[src/rtl/alu_issue_pkg.sv]
// Shared constants for the ALU operand-issue stage: opcodes, instruction field
// positions, register-file geometry and the immediate sign-extension helper.
package alu_issue_pkg;

  localparam int NREGS = 8;
  localparam int REG_W = 16;
  localparam int IMM_W = 7;
  localparam int RA_W  = 3;

  localparam logic [1:0] OP_ADD = 2'b00;
  localparam logic [1:0] OP_ILL = 2'b01;
  localparam logic [1:0] OP_AND = 2'b10;
  localparam logic [1:0] OP_OR  = 2'b11;

  // instr: [15:14] op, [13:11] rd, [10:8] rs1, [7] imm_sel, [6:4] rs2 / [6:0] imm7
  localparam int OP_HI   = 15;
  localparam int OP_LO   = 14;
  localparam int RD_HI   = 13;
  localparam int RD_LO   = 11;
  localparam int RS1_HI  = 10;
  localparam int RS1_LO  = 8;
  localparam int ISEL_B  = 7;
  localparam int RS2_HI  = 6;
  localparam int RS2_LO  = 4;
  localparam int IMM_HI  = 6;
  localparam int IMM_LO  = 0;

  function automatic logic [REG_W-1:0] sext_imm(input logic [IMM_W-1:0] imm);
    return {{(REG_W-IMM_W){imm[IMM_W-1]}}, imm};
  endfunction

endpackage

[src/rtl/issue_regfile.sv]
// Architectural register file: two asynchronous read ports, one synchronous
// write port, r0 hardwired to zero. ALU_ISSUE_DBG_EN adds a third read port.
module issue_regfile
  import alu_issue_pkg::*;
(
  input  logic             clk,
  input  logic             rst_n,
  input  logic [RA_W-1:0]  i_raddr1,
  input  logic [RA_W-1:0]  i_raddr2,
  output logic [REG_W-1:0] o_rdata1,
  output logic [REG_W-1:0] o_rdata2,
  input  logic             i_we,
  input  logic [RA_W-1:0]  i_waddr,
  input  logic [REG_W-1:0] i_wdata
`ifdef ALU_ISSUE_DBG_EN
  ,
  input  logic [RA_W-1:0]  i_dbg_addr,
  output logic [REG_W-1:0] o_dbg_data
`endif
);

  logic [REG_W-1:0] r_mem [NREGS];

  always_ff @(posedge clk) begin
    if (!rst_n) begin
      for (int i = 0; i < NREGS; i++) r_mem[i] <= '0;
    end else if (i_we && (i_waddr != '0)) begin
      r_mem[i_waddr] <= i_wdata;
    end
  end

  assign o_rdata1 = (i_raddr1 == '0) ? '0 : r_mem[i_raddr1];
  assign o_rdata2 = (i_raddr2 == '0) ? '0 : r_mem[i_raddr2];

`ifdef ALU_ISSUE_DBG_EN
  assign o_dbg_data = (i_dbg_addr == '0) ? '0 : r_mem[i_dbg_addr];
`endif

endmodule

[src/rtl/alu_issue_stage.sv]
// Operand-issue stage feeding the 16-bit ALU: handshake, EX-result forwarding,
// EX register and writeback register. ALU_ISSUE_DBG_EN adds dbg_addr/dbg_data.
module alu_issue_stage
  import alu_issue_pkg::*;
(
  input  logic             clk,
  input  logic             rst_n,
  input  logic             instr_valid,
  output logic             instr_ready,
  input  logic [15:0]      instr,
  input  logic             stall,
  output logic [REG_W-1:0] alu_in1,
  output logic [REG_W-1:0] alu_in2,
  output logic [1:0]       alu_con_sig,
  input  logic [REG_W-1:0] alu_out,
  output logic             wb_valid,
  output logic [RA_W-1:0]  wb_rd,
  output logic [REG_W-1:0] wb_data,
  output logic             illegal_op
`ifdef ALU_ISSUE_DBG_EN
  ,
  input  logic [RA_W-1:0]  dbg_addr,
  output logic [REG_W-1:0] dbg_data
`endif
);

  logic [1:0]       w_op;
  logic [RA_W-1:0]  w_rd, w_rs1, w_rs2;
  logic             w_imm_sel;
  logic [IMM_W-1:0] w_imm;
  logic             w_accept, w_ex_wen;
  logic [REG_W-1:0] w_rf_rd1, w_rf_rd2, w_op1, w_op2;

  logic             r_ex_valid;
  logic [1:0]       r_ex_op;
  logic [RA_W-1:0]  r_ex_rd;
  logic [REG_W-1:0] r_alu_in1, r_alu_in2;
  logic [1:0]       r_alu_con;
  logic             r_wb_valid;
  logic [RA_W-1:0]  r_wb_rd;
  logic [REG_W-1:0] r_wb_data;
  logic             r_illegal;

  assign w_op      = instr[OP_HI:OP_LO];
  assign w_rd      = instr[RD_HI:RD_LO];
  assign w_rs1     = instr[RS1_HI:RS1_LO];
  assign w_imm_sel = instr[ISEL_B];
  assign w_rs2     = instr[RS2_HI:RS2_LO];
  assign w_imm     = instr[IMM_HI:IMM_LO];

  assign instr_ready = rst_n & ~stall;
  assign w_accept    = instr_valid & instr_ready;
  assign w_ex_wen    = r_ex_valid & (r_ex_op != OP_ILL) & (r_ex_rd != '0);

  issue_regfile u_rf (
    .clk      (clk),
    .rst_n    (rst_n),
    .i_raddr1 (w_rs1),
    .i_raddr2 (w_rs2),
    .o_rdata1 (w_rf_rd1),
    .o_rdata2 (w_rf_rd2),
    .i_we     (w_ex_wen),
    .i_waddr  (r_ex_rd),
    .i_wdata  (alu_out)
`ifdef ALU_ISSUE_DBG_EN
    ,
    .i_dbg_addr (dbg_addr),
    .o_dbg_data (dbg_data)
`endif
  );

  // The EX result is only committed at the next edge, so a dependent read takes it live.
  assign w_op1 = (w_ex_wen && (r_ex_rd == w_rs1) && (w_rs1 != '0)) ? alu_out : w_rf_rd1;
  assign w_op2 = (w_ex_wen && (r_ex_rd == w_rs2) && (w_rs2 != '0)) ? alu_out : w_rf_rd2;

  always_ff @(posedge clk) begin
    if (!rst_n) begin
      r_ex_valid <= 1'b0;
      r_ex_op    <= OP_ADD;
      r_ex_rd    <= '0;
      r_alu_in1  <= '0;
      r_alu_in2  <= '0;
      r_alu_con  <= OP_ADD;
      r_wb_valid <= 1'b0;
      r_wb_rd    <= '0;
      r_wb_data  <= '0;
      r_illegal  <= 1'b0;
    end else begin
      r_ex_valid <= w_accept;
      r_illegal  <= w_accept && (w_op == OP_ILL);
      if (w_accept) begin
        r_ex_op   <= w_op;
        r_ex_rd   <= w_rd;
        r_alu_in1 <= w_op1;
        r_alu_in2 <= w_imm_sel ? sext_imm(w_imm) : w_op2;
        r_alu_con <= (w_op == OP_AND || w_op == OP_OR) ? w_op : OP_ADD;
      end
      r_wb_valid <= w_ex_wen;
      if (w_ex_wen) begin
        r_wb_rd   <= r_ex_rd;
        r_wb_data <= alu_out;
      end
    end
  end

  assign alu_in1     = r_alu_in1;
  assign alu_in2     = r_alu_in2;
  assign alu_con_sig = r_alu_con;
  assign wb_valid    = r_wb_valid;
  assign wb_rd       = r_wb_rd;
  assign wb_data     = r_wb_data;
  assign illegal_op  = r_illegal;

endmodule

[config.mk]
export PLATFORM = sky130hd
export DESIGN_NAME = alu_issue_stage
export DESIGN_NICKNAME = d
export VERILOG_FILES = /design/src/rtl/alu_issue_pkg.sv /design/src/rtl/issue_regfile.sv /design/src/rtl/alu_issue_stage.sv
export SDC_FILE = /design/constraint.sdc
export NUM_CORES = 1
export LEC_CHECK = 0
export CAP_MARGIN = 40
export CORE_MARGIN = 5
export CORE_UTILIZATION = 60
export DETAILED_ROUTE_END_ITERATION = 12
export PLACE_DENSITY_LB_ADDON = 0.05
export SKIP_CTS_REPAIR_TIMING = 1
export SYNTH_ARGS = -nofsm -noshare
export SYNTH_HDL_FRONTEND = slang
export SYNTH_HIERARCHICAL = 1
export SYNTH_SLANG_ARGS = --single-unit
[constraint.sdc]
create_clock -name clk -period 7.7 [get_ports clk]
set_clock_uncertainty 0.1 [all_clocks]
set_input_delay 1.54 -clock clk [delete_from_list [all_inputs] [get_ports clk]]
set_output_delay 1.54 -clock clk [all_outputs]
set_load 0.01 [all_outputs]
==> metrics <==
status complete, no violations; Synth Instances 816; Setup Slack @ Placement 2670 ps; cell taking the most area after synthesis edfxtp_1; Mapped Area 9140 µm²; Post-Route WL 26900 µm; total track usage 0.304; overall power 0.00217 W; fillers 1107; worst setup path class in2out; routability cong. 0.840; area share of the largest cell type after synthesis 0.368; top cells by area, synth edfxtp_1 (37%), dfxtp_1 (13%), and2_1 (7.9%); Fin Hold WS 355 ps; Max Transition Viols Final 0; Netlist cell types 53; Main synth FF type edfxtp_1; arrival time worst endpoint 3410 ps; count leader, synth and2_1; Tmin final 5050 ps; CTS H-tree depth 4; Antenna diodes 0; worst vdd rail ir drop 0.173 mV; Setup violations, final 0; EDFF count, synth 112; syn nets 852; Final ANT Viol Nets 0; Initial Util 0.605; Max stage delay cell, worst path clkdlybuf4s50_1; final worst setup slack 2650 ps; global-route wire length before repair 41500 µm; IO buf count 91; Mean Syn Cell Area 11.2 µm²; final hold violations 0; router iterations before antenna repair 5; crit end category output port; WP data required 6060 ps; clock root buffer clkbuf_16; RSZ-0062 raised after global routing false; global route overflow 0; Async SR Flop Fraction 0; Die H 133 µm; Via density 6.74; crit-path cells clkdlybuf4s50_1 > nor2b_1 > clkdlybuf4s50_1; Tcrit/Tclk final 0.656; Max-Cap Viols 0; filler-free cell count of the finished design 1078; Die ar. 17800 µm²; Placed Cells incl. Taps 1045; Syn. warnings 6; CTS buffer count 17; sequential cell area fraction in the yosys report 0.502; CP max FO 21; Power Density 204 nW/µm²; CP peak stage delay 1050 ps; die extent in x 133 µm; share of cells above drive strength 1 0.134; Post-synth top cells and2_1 (115), edfxtp_1 (112), nand2_1 (93); FP Rows 45; Slew @ Worst Pin 928 ps; Lkg Pwr 3.78 nW; clock sinks 173; Rel. slew slack 0.380; synthesis-stage register bit count 173; number of remaining DRC errors 0; Post-DP HPWL 17100 µm; CTS tree built; via count of the first global-routing pass 7333; drt wl/cell 25.0 µm; clock tree buffer depth 2; clock-pin slew on the worst setup and hold paths 60 ps; clk_lat worst skew 430 ps; I/O pin total 92; CP Launch Type input pin; HP Class reg2reg; Worst path most repeated cell clkdlybuf4s50_1; core area 15100 µm²; vias post-DR 7270; Area Growth Syn to Fin 16.2%; post-route setup TNS 0 ps; largest net degree at the start of global routing 60; Starting DRT DRC Count 929; fmax 198 MHz; Post-layout nets 913; initial antenna violation count 1
==> worst paths after layout <==
kind / from / to / slack [ps] / cells after the start
worst max register to register: r_ex_rd[0] / u_rf/r_mem[2][6] / 4440 / 7
worst min register to register: r_ex_op[1] / r_ex_op[1] / 350 / 2
worst max-delay path: rst_n / instr_ready / 2650 / 3
worst min-delay path: r_ex_op[1] / r_ex_op[1] / 350 / 2
==> where the power goes <==
group	total [W]	leakage (nW)	internal, W	switching [W]
logic	0.000262	1.84	0.000106	0.000156
registers	0.00104	1.65	0.00102	0.0000245
clock network	0.000861	0.290	0.000502	0.000359
==> cell families (layout without fill, tap and decap cells) <==
| group | count (synthesis) | in the layout | synth area share |
|---|---|---|---|
| AOI/OAI and AO/OA | 177 | 177 | 0.157 |
| xor gates and xnor gates | 5 | 5 | 0.00479 |
| buffers and inverters | 85 | 159 | 0.0568 |
| DFF | 173 | 173 | 0.502 |
| muxes | 80 | 80 | 0.0974 |
| and+or+nand+nor | 296 | 296 | 0.183 |
==> layer usage <==
metal | wire length [µm] | track usage
met3 | 3150 | 0.0997
met2 | 12100 | 0.460
met5 | 103 | 0.0389
met1 | 10700 | 0.404
met4 | 879 | 0.119
==> critical path, delay by kind of cell <==
kind                   cells  cell delay [ps]
buffers and inverters      2             1610
AND/OR/NAND/NOR            1              260
==> cell usage in the layout (no fill, tap or decap), types with 2 or more instances in the layout <==
cell               n
clkinv_4           2
nor2_4             2
buf_4             18
mux2_2            19
and2_1           115
nor2_2             4
nand2b_1           8
o221ai_1          10
a21oi_1           43
a2111oi_0          6
nor3_1             6
inv_1             12
a311oi_1          16
nand2_1           93
xor2_1             3
nand3b_1           6
a221oi_2          19
o211ai_1          22
clkbuf_1           3
buf_2              2
mux2_4            13
nand4_1           26
clkdlybuf4s50_1   89
nand3_1            4
clkbuf_16         20
a211oi_1          22
nor2b_1           19
clkinv_1           2
xnor2_1            2
edfxtp_1         112
a221oi_1          27
mux2i_1           48
buf_8              2
dfxtp_1           61
o21ai_1            7
clkinv_2           3
nor2_1             3
buf_16             2
==> flip-flops by register name, indices dropped and copies added (netlist names) <==
register and cells:
u_rf/r_mem 112, alu_in1 16, alu_in2 16, wb_data 16, r_ex_rd 3, wb_rd 3, alu_con_sig 2, r_ex_op 2
illegal_op 1, r_ex_valid 1, wb_valid 1
==> metrics by stage <==
step           cell area (µm²)   util
2_1_floorplan             9140      -
3_3_place_gp              9930  0.658
3_5_place_dp             10000  0.664
4_1_cts                  10600  0.703
5_1_grt                  10600  0.704
6_report                 10600  0.704
==> layout make-up <==
class / count / area (µm²) / share of cell area
sequential: 173 / 4580 / 0.432
multi-input combinational: 558 / 4040 / 0.380
timing repair buffer: 113 / 1120 / 0.106
clock buffer: 23 / 512 / 0.0482
tap: 188 / 235 / 0.0221
clock inverter: 9 / 80.1 / 0.00754
inverter: 14 / 52.6 / 0.00495
Power figures use the tool's default switching activity.
